--- src/rtl/wb_writeback_queue_if.sv ---
`default_nettype none
// ============================================================================
// Module   : wb_writeback_queue_if
// Desc     : MEM/WB payload, register-file write port and forwarding lookup
//            bundle for the write-back queue.
// Revision : 1.0
// ============================================================================
interface wb_writeback_queue_if #(
  parameter int BITS_SIZE = 32,
  parameter int BITS_REGS = 5,
  parameter int DEPTH     = 4
);
  localparam int CNT_W = $clog2(DEPTH + 1);

  logic                 i_valid;
  logic                 o_ready;
  logic                 i_reg_write;
  logic                 i_lui;
  logic [BITS_SIZE-1:0] i_extension;
  logic [BITS_SIZE-1:0] i_dato_mem;
  logic [1:0]           i_addr_low;
  logic [1:0]           i_size_filterL;
  logic                 i_zero_extend;
  logic                 i_mem_to_reg;
  logic [BITS_SIZE-1:0] i_alu;
  logic                 i_jal;
  logic [BITS_SIZE-1:0] i_pc8;
  logic [BITS_REGS-1:0] i_register_dst;
  logic                 i_rf_ready;
  logic                 o_rf_we;
  logic [BITS_REGS-1:0] o_rf_addr;
  logic [BITS_SIZE-1:0] o_rf_data;
  logic [BITS_REGS-1:0] i_lookup_addr;
  logic                 o_lookup_hit;
  logic [BITS_SIZE-1:0] o_lookup_data;
  logic [CNT_W-1:0]     o_count;
  logic                 o_full;
  logic                 o_empty;

  modport master (
    output i_valid, i_reg_write, i_lui, i_extension, i_dato_mem, i_addr_low,
           i_size_filterL, i_zero_extend, i_mem_to_reg, i_alu, i_jal, i_pc8,
           i_register_dst, i_rf_ready, i_lookup_addr,
    input  o_ready, o_rf_we, o_rf_addr, o_rf_data, o_lookup_hit, o_lookup_data,
           o_count, o_full, o_empty
  );

  modport slave (
    input  i_valid, i_reg_write, i_lui, i_extension, i_dato_mem, i_addr_low,
           i_size_filterL, i_zero_extend, i_mem_to_reg, i_alu, i_jal, i_pc8,
           i_register_dst, i_rf_ready, i_lookup_addr,
    output o_ready, o_rf_we, o_rf_addr, o_rf_data, o_lookup_hit, o_lookup_data,
           o_count, o_full, o_empty
  );
endinterface
`default_nettype wire

--- src/rtl/wb_writeback_queue.sv ---
`default_nettype none
// ============================================================================
// Module   : wb_writeback_queue
// Desc     : MIPS write-back stage: load filter, result select and a DEPTH-entry
//            write queue draining into the register file, with forwarding lookup.
//            Optional macro WB_BYTE_OFFSET_EN: byte/half lane chosen by i_addr_low.
// Revision : 1.0
// ============================================================================
module wb_writeback_queue #(
  parameter int BITS_SIZE = 32,
  parameter int BITS_REGS = 5,
  parameter int DEPTH     = 4,
  parameter int LINK_REG  = 31
) (
  input logic                  i_clk,
  input logic                  i_reset,
  wb_writeback_queue_if.slave  bus
);
  localparam int PTR_W = $clog2(DEPTH);
  localparam int CNT_W = $clog2(DEPTH + 1);
  localparam logic [CNT_W-1:0]     C_DEPTH = CNT_W'(DEPTH);
  localparam logic [BITS_REGS-1:0] C_LINK  = BITS_REGS'(LINK_REG);

  logic [PTR_W-1:0]     r_wr_ptr;
  logic [PTR_W-1:0]     r_rd_ptr;
  logic [CNT_W-1:0]     r_count;
  logic                 r_full;
  logic                 r_empty;
  logic [DEPTH-1:0]     r_valid;
  logic [BITS_REGS-1:0] r_addr [DEPTH];
  logic [BITS_SIZE-1:0] r_data [DEPTH];

  logic [7:0]           w_byte;
  logic [15:0]          w_half;
  logic [BITS_SIZE-1:0] w_load;
  logic [BITS_SIZE-1:0] w_result;
  logic [BITS_REGS-1:0] w_dst;
  logic                 w_push;
  logic                 w_pop;
  logic [CNT_W-1:0]     w_count_nxt;
  logic                 w_unused_ext;

  assign w_unused_ext = ^bus.i_extension[BITS_SIZE-1:16];

`ifdef WB_BYTE_OFFSET_EN
  always_comb begin
    w_byte = bus.i_dato_mem[7:0];
    case (bus.i_addr_low)
      2'd0:    w_byte = bus.i_dato_mem[7:0];
      2'd1:    w_byte = bus.i_dato_mem[15:8];
      2'd2:    w_byte = bus.i_dato_mem[23:16];
      default: w_byte = bus.i_dato_mem[31:24];
    endcase
    w_half = bus.i_addr_low[1] ? bus.i_dato_mem[31:16] : bus.i_dato_mem[15:0];
  end
`else
  logic w_unused_addr;
  assign w_unused_addr = ^bus.i_addr_low;
  assign w_byte = bus.i_dato_mem[7:0];
  assign w_half = bus.i_dato_mem[15:0];
`endif

  always_comb begin
    case (bus.i_size_filterL)
      2'b00:   w_load = bus.i_zero_extend ? BITS_SIZE'(w_byte)
                                          : {{(BITS_SIZE-8){w_byte[7]}}, w_byte};
      2'b01:   w_load = bus.i_zero_extend ? BITS_SIZE'(w_half)
                                          : {{(BITS_SIZE-16){w_half[15]}}, w_half};
      default: w_load = bus.i_dato_mem;
    endcase
  end

  always_comb begin
    if (bus.i_jal)             w_result = bus.i_pc8;
    else if (bus.i_lui)        w_result = BITS_SIZE'({bus.i_extension[15:0], 16'h0000});
    else if (bus.i_mem_to_reg) w_result = w_load;
    else                       w_result = bus.i_alu;
  end

  assign w_dst  = bus.i_jal ? C_LINK : bus.i_register_dst;
  // Payloads that write nothing (or only r0) are accepted and dropped here.
  assign w_push = bus.i_valid & bus.o_ready & (bus.i_reg_write | bus.i_jal) & (w_dst != '0);
  assign w_pop  = bus.o_rf_we;

  always_comb begin
    case ({w_push, w_pop})
      2'b10:   w_count_nxt = r_count + CNT_W'(1);
      2'b01:   w_count_nxt = r_count - CNT_W'(1);
      default: w_count_nxt = r_count;
    endcase
  end

  always_ff @(posedge i_clk or posedge i_reset) begin
    if (i_reset) begin
      r_wr_ptr <= '0;
      r_rd_ptr <= '0;
      r_count  <= '0;
      r_full   <= 1'b0;
      r_empty  <= 1'b1;
      r_valid  <= '0;
      for (int i = 0; i < DEPTH; i++) begin
        r_addr[i] <= '0;
        r_data[i] <= '0;
      end
    end else begin
      // Push and pop never share a slot: pop needs non-empty, push needs non-full.
      if (w_push) begin
        r_valid[r_wr_ptr] <= 1'b1;
        r_addr[r_wr_ptr]  <= w_dst;
        r_data[r_wr_ptr]  <= w_result;
        r_wr_ptr          <= r_wr_ptr + PTR_W'(1);
      end
      if (w_pop) begin
        r_valid[r_rd_ptr] <= 1'b0;
        r_rd_ptr          <= r_rd_ptr + PTR_W'(1);
      end
      r_count <= w_count_nxt;
      r_full  <= (w_count_nxt == C_DEPTH);
      r_empty <= (w_count_nxt == '0);
    end
  end

  // Walk oldest to youngest so the youngest match overwrites earlier ones.
  always_comb begin
    logic [PTR_W-1:0] idx;
    idx               = '0;
    bus.o_lookup_hit  = 1'b0;
    bus.o_lookup_data = '0;
    for (int k = 0; k < DEPTH; k++) begin
      idx = r_rd_ptr + PTR_W'(k);
      if (r_valid[idx] && (r_addr[idx] == bus.i_lookup_addr) && (bus.i_lookup_addr != '0)) begin
        bus.o_lookup_hit  = 1'b1;
        bus.o_lookup_data = r_data[idx];
      end
    end
  end

  assign bus.o_ready   = ~r_full & ~i_reset;
  assign bus.o_rf_we   = ~r_empty & bus.i_rf_ready;
  assign bus.o_rf_addr = r_empty ? '0 : r_addr[r_rd_ptr];
  assign bus.o_rf_data = r_empty ? '0 : r_data[r_rd_ptr];
  assign bus.o_count   = r_count;
  assign bus.o_full    = r_full;
  assign bus.o_empty   = r_empty;

endmodule
`default_nettype wire

--- src/flat_wrapper.sv ---
// flat-port wrapper written by rule: the top's interface ports become plain ports
module wb_writeback_queue_flat 
#(
  parameter int BITS_SIZE = 32,
  parameter int BITS_REGS = 5,
  parameter int DEPTH     = 4,
  parameter int LINK_REG  = 31
)
  (i_clk, i_reset, bus_i_valid, bus_i_reg_write, bus_i_lui, bus_i_extension, bus_i_dato_mem, bus_i_addr_low, bus_i_size_filterL, bus_i_zero_extend, bus_i_mem_to_reg, bus_i_alu, bus_i_jal, bus_i_pc8, bus_i_register_dst, bus_i_rf_ready, bus_i_lookup_addr, bus_o_ready, bus_o_rf_we, bus_o_rf_addr, bus_o_rf_data, bus_o_lookup_hit, bus_o_lookup_data, bus_o_count, bus_o_full, bus_o_empty);
  wb_writeback_queue_if #(.BITS_SIZE(BITS_SIZE), .BITS_REGS(BITS_REGS), .DEPTH(DEPTH)) bus_i ();
  input logic i_clk;
  input logic i_reset;
  input wire logic [$bits(bus_i.i_valid)-1:0] bus_i_valid;
  input wire logic [$bits(bus_i.i_reg_write)-1:0] bus_i_reg_write;
  input wire logic [$bits(bus_i.i_lui)-1:0] bus_i_lui;
  input wire logic [$bits(bus_i.i_extension)-1:0] bus_i_extension;
  input wire logic [$bits(bus_i.i_dato_mem)-1:0] bus_i_dato_mem;
  input wire logic [$bits(bus_i.i_addr_low)-1:0] bus_i_addr_low;
  input wire logic [$bits(bus_i.i_size_filterL)-1:0] bus_i_size_filterL;
  input wire logic [$bits(bus_i.i_zero_extend)-1:0] bus_i_zero_extend;
  input wire logic [$bits(bus_i.i_mem_to_reg)-1:0] bus_i_mem_to_reg;
  input wire logic [$bits(bus_i.i_alu)-1:0] bus_i_alu;
  input wire logic [$bits(bus_i.i_jal)-1:0] bus_i_jal;
  input wire logic [$bits(bus_i.i_pc8)-1:0] bus_i_pc8;
  input wire logic [$bits(bus_i.i_register_dst)-1:0] bus_i_register_dst;
  input wire logic [$bits(bus_i.i_rf_ready)-1:0] bus_i_rf_ready;
  input wire logic [$bits(bus_i.i_lookup_addr)-1:0] bus_i_lookup_addr;
  output wire logic [$bits(bus_i.o_ready)-1:0] bus_o_ready;
  output wire logic [$bits(bus_i.o_rf_we)-1:0] bus_o_rf_we;
  output wire logic [$bits(bus_i.o_rf_addr)-1:0] bus_o_rf_addr;
  output wire logic [$bits(bus_i.o_rf_data)-1:0] bus_o_rf_data;
  output wire logic [$bits(bus_i.o_lookup_hit)-1:0] bus_o_lookup_hit;
  output wire logic [$bits(bus_i.o_lookup_data)-1:0] bus_o_lookup_data;
  output wire logic [$bits(bus_i.o_count)-1:0] bus_o_count;
  output wire logic [$bits(bus_i.o_full)-1:0] bus_o_full;
  output wire logic [$bits(bus_i.o_empty)-1:0] bus_o_empty;
  assign bus_i.i_valid = bus_i_valid;
  assign bus_i.i_reg_write = bus_i_reg_write;
  assign bus_i.i_lui = bus_i_lui;
  assign bus_i.i_extension = bus_i_extension;
  assign bus_i.i_dato_mem = bus_i_dato_mem;
  assign bus_i.i_addr_low = bus_i_addr_low;
  assign bus_i.i_size_filterL = bus_i_size_filterL;
  assign bus_i.i_zero_extend = bus_i_zero_extend;
  assign bus_i.i_mem_to_reg = bus_i_mem_to_reg;
  assign bus_i.i_alu = bus_i_alu;
  assign bus_i.i_jal = bus_i_jal;
  assign bus_i.i_pc8 = bus_i_pc8;
  assign bus_i.i_register_dst = bus_i_register_dst;
  assign bus_i.i_rf_ready = bus_i_rf_ready;
  assign bus_i.i_lookup_addr = bus_i_lookup_addr;
  assign bus_o_ready = bus_i.o_ready;
  assign bus_o_rf_we = bus_i.o_rf_we;
  assign bus_o_rf_addr = bus_i.o_rf_addr;
  assign bus_o_rf_data = bus_i.o_rf_data;
  assign bus_o_lookup_hit = bus_i.o_lookup_hit;
  assign bus_o_lookup_data = bus_i.o_lookup_data;
  assign bus_o_count = bus_i.o_count;
  assign bus_o_full = bus_i.o_full;
  assign bus_o_empty = bus_i.o_empty;
  wb_writeback_queue #(.BITS_SIZE(BITS_SIZE), .BITS_REGS(BITS_REGS), .DEPTH(DEPTH), .LINK_REG(LINK_REG)) u_core (.i_clk(i_clk), .i_reset(i_reset), .bus(bus_i));
endmodule
--- config.mk ---
export PLATFORM = sky130hd
export DESIGN_NAME = wb_writeback_queue_flat
export DESIGN_NICKNAME = d
export VERILOG_FILES = /design/src/rtl/wb_writeback_queue_if.sv /design/src/rtl/wb_writeback_queue.sv /design/src/flat_wrapper.sv
export SDC_FILE = /design/constraint.sdc
export NUM_CORES = 1
export LEC_CHECK = 0
export CAP_MARGIN = 20
export CORE_MARGIN = 2
export CORE_UTILIZATION = 40
export CTS_CLUSTER_SIZE = 8
export DETAILED_ROUTE_END_ITERATION = 8
export HOLD_SLACK_MARGIN = 0.03
export PLACE_DENSITY = 0.66
export SLEW_MARGIN = 40
export SYNTH_ARGS = -nofsm -noshare
export SYNTH_HDL_FRONTEND = slang
export SYNTH_SLANG_ARGS = --single-unit
--- constraint.sdc ---
create_clock -name i_clk -period 7.9 [get_ports i_clk]
set_input_delay 0.79 -clock i_clk [delete_from_list [all_inputs] [get_ports i_clk]]
set_output_delay 0.79 -clock i_clk [all_outputs]
set_load 0.1 [all_outputs]
Word level (Yosys, flattened, before mapping)
Cells that the tools add are included.
Storage, ports and cells
  bits in registers: 161
  logic and storage cells: 135
  input port bits: 151
  output and inout port bits: 77
Operators by class
  $lt $le $gt $ge: 13
  muxes and demuxes: 62
  reductions and logical operators: 15
  bitwise operators: 17
  equality and inequality tests: 8
  add/sub/neg operators: 6
Operator list (count)
  $mux 32: 19
  $bmux 32 s2: 4
  $bwmux 128: 1
  $demux 32 s2: 1
  $pmux 32 s2: 1
  $mux 5: 11
  $bmux 5 s2: 4
  $bwmux 20: 1
  $eq 5x5->1: 4
  $ge 3x3->1 const B: 5
  $lt 2x3->1 const B: 5
  $not 2->3: 5
  $logic_and 1x1->1: 11
  $demux 5 s2: 1
  $mux 1: 10
  $reduce_bool 5->1: 2
  $bmux 1 s2: 4
  $mux 4: 2
  $pmux 3 s2: 1
  $and 1x1->1: 5
  $add 2x1->2 const B: 2
  $add 2x2->2 const B: 2
  $and 4x4->4: 1
  $demux 1 s2: 2
  13 further kinds: 17

Logic depth before layout (Yosys ltp)
Gate-level depths: netlist (run 1).
  depth after elaboration: 11
  mapped depth: 18
  depth with buffers taken out: 10

Least setup slack after synthesis (run 1)
OpenSTA, ideal clock, no wires.
  path type: reg2out
  start point: reg u_core.r_rd_ptr[0]
  end point: out bus_o_lookup_data[11]
  arrival: 4413 ps
  data required time: 7110 ps
  stages on the path, launching flop included: 17
  path buffers: 8
  path slack: 2697 ps
  cells stage by stage: dfrtp_1 -> buf_6 -> buf_6 -> buf_2 -> buf_4 -> buf_4 -> buf_2 -> buf_2 -> inv_1 -> ha_1 -> mux4_2 -> xor2_1 -> nor4_4 -> clkbuf_1 -> o2111ai_1 -> o211ai_1 -> a21o_1
Between the ends
  cells in the longest elaborated chain, start to end: 11
  elaborated cells on any way between the ends: 55
  those cells by class: 3 x add/sub; 4 x eq/ne; 36 x mux; 4 x bitwise; 8 x reduce/logical
RTL lines
  from (decl): line wb_writeback_queue.sv:25  | logic [PTR_W-1:0] r_rd_ptr;
  from (signal assigned): line wb_writeback_queue.sv:115  | r_rd_ptr <= r_rd_ptr + PTR_W'(1);
  $add 2x1->2 or $not 2->3 (tied branches): line wb_writeback_queue.sv:130, wb_writeback_queue.sv:131, wb_writeback_queue.sv:133
  $not 2->3 (not written as such) or $bmux 5 s2 (tied branches): line wb_writeback_queue.sv:131, wb_writeback_queue.sv:133
  $bmux 5 s2 or $mux 5 (tied branches): line wb_writeback_queue.sv:131  | if (r_valid[idx] && (r_addr[idx] == bus.i_lookup_addr) && (bus.i_lookup_addr != '0)) begin
  $mux 5 (not written as such): line wb_writeback_queue.sv:131
  $mux 5 (not written as such) or $eq 5x5->1 (tied branches): line wb_writeback_queue.sv:131
  $eq 5x5->1 or $logic_and 1x1->1 (tied branches): line wb_writeback_queue.sv:131
  $logic_and 1x1->1: line wb_writeback_queue.sv:131
  $logic_and 1x1->1 or $mux 32 (tied branches): line wb_writeback_queue.sv:131
  $mux 32 (2 in series): line wb_writeback_queue.sv:131
  $mux 32 (*): line wb_writeback_queue.sv:131
  to (decl): line flat_wrapper.sv:33  | output wire logic [$bits(bus_i.o_lookup_data)-1:0] bus_o_lookup_data;
Every way passes the cells marked *; elsewhere a longest branch is shown, timed or not. The select of a mux whose other input is x is not followed.

Final worst setup path (run 1)
  start point: reg u_core.r_rd_ptr[0]
  end point: out bus_o_lookup_data[0]
Same word-level chain as after synthesis.

==> results of run 1 <==
[critical path, stage by stage, from the launching register on]
cell	delay, ps
dfrtp_4	750
inv_1	210
ha_4	690
mux4_2	580
xor2_1	180
nor4_4	340
o21a_1	440
buf_4	440
o211ai_1	160
a21o_1	260
buf_2	310
[logic make-up after synthesis]
kind of cell	share of synthesized area, %
fa+ha+maj	1.08
flops	32.8
compound gates	26.6
simple gates	13.0
buf+inv	5.50
mux	18.8
xor+xnor	2.14
[cell usage after synthesis, drive strengths merged]
cell,instances
clkbuf,89
o2111ai,32
ha,9
nor3,6
o21ai,179
o31a,1
dfstp,1
inv,12
and4,1
mux4,80
o31ai,1
a22oi,10
nor2b,72
o211ai,32
nand2,199
buf,49
mux2i,41
nor2,25
nor4,4
o221a,1
a221oi,15
a21o,32
a211o,32
xor2,20
o32a,1
or4,2
o32ai,1
a211oi,64
xnor2,10
dfrtp,160
nand3,33
or2,2
fa,1
mux2,9
a21oi,38
o21a,33
[final cells by class]
cell class / instances / area (µm²)
Timing Repair Buffer: 233 / 1920
Sequential cell: 161 / 4040
Tap cell: 396 / 495
Inverter: 12 / 52.6
Fill cell: 2843 / 15700
Multi-Input combinational cell: 986 / 7640
Clock inverter: 11 / 155
Clock buffer: 21 / 460
[worst min-delay path by stage]
stage	start	end	slack, ps	depth (start not counted)
6_report	u_core.bus.o_count[2]	u_core.bus.o_count[2]	510	1
2_1_floorplan	u_core.r_data[0]	u_core.r_data[0]	470	2
5_1_grt	u_core.r_data[6]	u_core.r_data[6]	550	2
4_1_cts	u_core.bus.o_count[2]	u_core.bus.o_count[2]	510	1
3_5_place_dp	u_core.bus.o_count[2]	u_core.bus.o_count[2]	490	1
3_3_place_gp	u_core.r_data[12]	u_core.r_data[12]	490	2
[per-layer routing]
layer  GRT usage [%]  part of all wire (%)
met4            7.59                   2.1
met1            32.4                    43
met3            3.54                   5.5
met5               0                     0
met2            40.9                    49
[through the flow]
stage	hold WS [ps]	util [%]	std cells	setup WS [ps]
after floorplan	475	-	1297	2700
after global placement	494	47.6	1786	2110
after detailed placement	493	46.5	1788	2740
after CTS	511	48.5	1820	2250
after global routing	547	48.5	1820	2010
final	509	48.5	1820	2290
[state kept, by name, indices dropped and copies added (netlist names)]
| register | flops |
|---|---|
| u_core.bus.o_count | 3 |
| u_core.bus.o_empty | 1 |
| u_core.bus.o_full | 1 |
| u_core.r_addr | 20 |
| u_core.r_data | 128 |
| u_core.r_rd_ptr | 2 |
| u_core.r_valid | 4 |
| u_core.r_wr_ptr | 2 |
==> impl_metrics.json, run 1 <==
{
  "startpoint": "u_core.r_rd_ptr[0]",
  "tns_ps": 0,
  "path_clk_slew_ps": 60,
  "yosysUniqueCellTypes": 43,
  "grt_pass1_vias": 11100,
  "slew_headroom_pct": 45.6,
  "hold_viol": 0,
  "grt_max_degree": 107,
  "report.final.slew_viol_count": 0,
  "drt_iter0_markers": 663,
  "path_max_fanout": 36,
  "antenna_found_initial": 0,
  "cts_resized": 0,
  "pin_count": 228,
  "core-area_um2": 30400,
  "grt.total_usage_pct": 24.3,
  "endpoint_kind": "output pin",
  "grt_overflow": 0,
  "start_kind": "flip-flop",
  "wire_per_inst_um": 20.9,
  "routed_wirelength_um": 38100,
  "synth_top_cell_area_share_pct": 32.6,
  "clk_path_buf_depth": 2,
  "fin_crit_sh_pct": 71.0,
  "cp.arrival_ps": 4820,
  "outcome": "complete, no violations",
  "cp-endpoint": "bus_o_lookup_data[0]",
  "cts_setup_buffers": 0,
  "yosys_register_bits": 161,
  "cts_tree": "yes",
  "fmax_mhz": 178,
  "synth.avg_cell_area_um2": 9.46,
  "cts.sinks": 161,
  "maxCapViolCount": 0,
  "dpl-instance-area_um2": 14100,
  "initial_core_util_pct": 40.3,
  "timing.rr.start": "u_core.bus.o_empty",
  "layout.nets": 1572,
  "final_cell_area_um2": 14800,
  "worstPathRequired_ps": 7110,
  "design.die.area_um2": 32100,
  "netlist_instances": 1297,
  "first_pass_iters": 5,
  "setup.worst_path.class": "reg -> out",
  "drc": 0,
  "cts_made_buffers": 17,
  "clock_latency_ps": 430,
  "mappedNetlistNets": 1458,
  "ys_seq_area_share_pct": 32.8,
  "io_buffer_count": 209,
  "via_per_inst": 5.99,
  "final_cell_mix": "195 x nand2_1, 176 x o21ai_0, 158 x dfrtp_1",
  "fp.dieH_um": 179,
  "area_delta_synth_final_pct": 20.3,
  "min_period_ps": 5610,
  "r2r_cells": 6,
  "grt_pass1_wl_um": 60800,
  "htreeDepth": 4,
  "cts_root_buf": "clkbuf_16",
  "vias": 10900,
  "rsz0062_at_grt": "false",
  "antenna_cells": 0,
  "hold_class": "reg -> reg",
  "synth_area_um2": 12300,
  "tightest_slew_ps": 816,
  "gp_congestion": 0.796,
  "drtAntennaViolNets": 0,
  "ys_warn_count": 0,
  "final_common_cell": "nand2_1",
  "finalSetupViolCount": 0,
  "fp-row-count": 64,
  "hpwlAfterDp_um": 24000,
  "drive_gt1_share_pct": 19.5,
  "clock_skew_ps": 7.23,
  "synth.largest_area_cell": "dfrtp_1",
  "rr_endpoint": "u_core.bus.o_full",
  "synthTopCellsByArea": "dfrtp_1 33%, mux4_2 15%, o21ai_0 7.2%",
  "rrSetupSlack_ps": 5180,
  "hold_buffers": 0,
  "die_w_um": 179
}
Power of run 1 is left out: the tool's default activity adds up to more than one toggle a clock period on the data nets, which glitch-free logic cannot reach.
==> run 2, diff against run 1 <==
- clock period: 7.9 -> 5.79 ns (I/O delays scaled with it)
==> run 2 against run 1 <==
- critical path depth grew 1
- largest cell class unchanged
- final cell count grew 0.11%
- hold slack lost 10 ps
- first-iteration DRC count grew 13%
- non-clock buffer count grew 3
- worst setup slack lost 1600 ps
- count of clock-buffer cells in the layout is the same
- core utilization grew 1.7 points
- clock skew grew 6.7 ps
- routed wire length grew 0.43%
- sequential cell count is the same
- final area grew 3.5%
==> impl_metrics.json, run 2 (same netlist as run 1, synthesis figures left out) <==
{
  "outcome": "complete, no violations",
  "final_util_pct": 50.3,
  "layout.nets": 1575,
  "grt_pass1_vias": 10900,
  "grt_use_met3_pct": 3.35,
  "finalSetupViolCount": 0,
  "switchingPower_uw": 5720,
  "hold_viol": 0,
  "rsz0062_at_grt": "false",
  "fp.dieH_um": 179,
  "drc": 0,
  "busiest_layer": "met2",
  "start_kind": "flip-flop",
  "setup.worst_path.class": "reg -> out",
  "cp.arrival_ps": 4470,
  "hold_buffers": 0,
  "clock_skew_ps": 14.0,
  "initial_core_util_pct": 40.3,
  "p_per_area_nw_per_um2": 678,
  "maxCapViolCount": 0,
  "pin_count": 228,
  "tightest_slew_ps": 808,
  "io_buffer_count": 209,
  "top_regs": "u_core.r_data: 128 flops, u_core.r_addr: 20 flops, u_core.r_valid: 4 flops",
  "multi_input_area_um2": 7650,
  "place_inst": 1789,
  "vias": 11000,
  "cts_made_buffers": 17,
  "hold_class": "in -> async",
  "cts_root_buf": "clkbuf_16",
  "drive_gt1_share_pct": 19.6,
  "met1_usage_pct": 31.9,
  "fmax_mhz": 198,
  "largest_reg_flops": 128,
  "cts_setup_buffers": 0,
  "first_pass_iters": 8,
  "drt_iter0_markers": 751,
  "gp_congestion": 0.821,
  "regMostFlops": "u_core.r_data",
  "tns_ps": 0,
  "worstPathRequired_ps": 5210,
  "grt_max_degree": 167,
  "grtUsageMet2_pct": 41.4,
  "antenna_cells": 0,
  "hold_ws_ps": 499,
  "clk_path_buf_depth": 2,
  "cts.sinks": 161,
  "clock_latency_ps": 430,
  "combPwrFrac_pct": 67.0,
  "nFillCells": 2779,
  "slew_headroom_pct": 46.2,
  "hpwlAfterDp_um": 23900,
  "path_clk_slew_ps": 70,
  "die_w_um": 179,
  "fp-row-count": 64,
  "drtAntennaViolNets": 0,
  "power.leakage_uw": 0.00645,
  "p_seq_share_pct": 21.9,
  "fin_crit_sh_pct": 87.2,
  "wire_per_inst_um": 21.0,
  "area_delta_synth_final_pct": 24.6,
  "cts_resized": 0,
  "min_period_ps": 5050,
  "grt_overflow": 0,
  "antenna_found_initial": 0,
  "path_max_fanout": 65,
  "final_common_cell": "nand2_1",
  "p_int_uw": 4640,
  "routed_wirelength_um": 38300,
  "final_cell_mix": "195 x nand2_1, 176 x o21ai_0, 158 x dfrtp_1",
  "cts_tree": "yes",
  "via_per_inst": 6.06,
  "regArea_um2": 4040,
  "irDropWorstVdd_mv": 0.589,
  "grt.total_usage_pct": 24.1,
  "core-area_um2": 30400,
  "report.final.slew_viol_count": 0,
  "design.die.area_um2": 32100,
  "grt_pass1_wl_um": 59900,
  "finalNonFillerCells": 1822,
  "swShare_pct": 55.2,
  "htreeDepth": 4,
  "endpoint_kind": "output pin",
  "power.share.clock_pct": 11.2
}
## run 2: changes by cell type in the layout (fill, tap and decap cells not counted), sizes merged
cell      change
buf           +3
clkinv        +1
clkinvlp      -1
inv           -1
## run 2: worst paths after layout
check                                 startpoint               endpoint  slack (ps)  depth (start not counted)
min in group i_clk         u_core.bus.o_count[2]  u_core.bus.o_count[2]         510                          1
hold / removal                           i_reset       u_core.r_addr[8]         500                          2
max in group asynchronous                i_reset      u_core.r_data[49]        4360                          4
hold reg to reg            u_core.bus.o_count[2]  u_core.bus.o_count[2]         510                          1
setup reg to reg              u_core.bus.o_empty      u_core.bus.o_full        3010                          6
setup / recovery              u_core.r_rd_ptr[0]   bus_o_lookup_data[0]         740                         11
## run 2: per-stage QoR
| step | area [µm²] | total power (µW) | setup slack (ps) |
|---|---|---|---|
| floorplan | 12300 | 7630 | 798 |
| global placement | 14800 | 9240 | 1130 |
| detailed placement | 14600 | 9160 | 1110 |
| CTS | 15200 | 10300 | 619 |
| global route | 15300 | 10900 | 512 |
| finish | 15300 | 10400 | 739 |
## run 2: final cells by class
| class | instances | area share [%] |
|---|---|---|
| clock buffers | 21 | 3.01 |
| clock inverters | 10 | 0.892 |
| inverters | 12 | 0.327 |
| multi-input cells | 986 | 50.1 |
| flip-flops and latches | 161 | 26.4 |
| well taps | 396 | 3.24 |
| repair buffers | 236 | 16.1 |
## run 2: power groups by stage
stage	combinational, µW	sequential, µW	clock, µW
6_report	6940	2270	1160
5_1_grt	7360	2360	1220
4_1_cts	6920	2260	1170
3_5_place_dp	6880	2270	0
3_3_place_gp	7010	2230	0
2_1_floorplan	5520	2110	0
## run 2: worst max-delay path: stages (launching register included)
cell and delay, ps:
dfrtp_4 690, inv_1 200, ha_4 670, inv_2 60
buf_4 370, nor3_4 250, buf_4 470, o21a_1 200
buf_4 450, o211ai_1 170, a21o_1 270, buf_12 190
## run 2: layer usage
layer | up-vias | routed length (µm)
li1 | 5094 | -
met1 | 5488 | 16200
met2 | 408 | 19200
met3 | 45 | 2320
met4 | 0 | 603
met5 | - | 0
No activity file was read; power rests on OpenSTA's default activity.
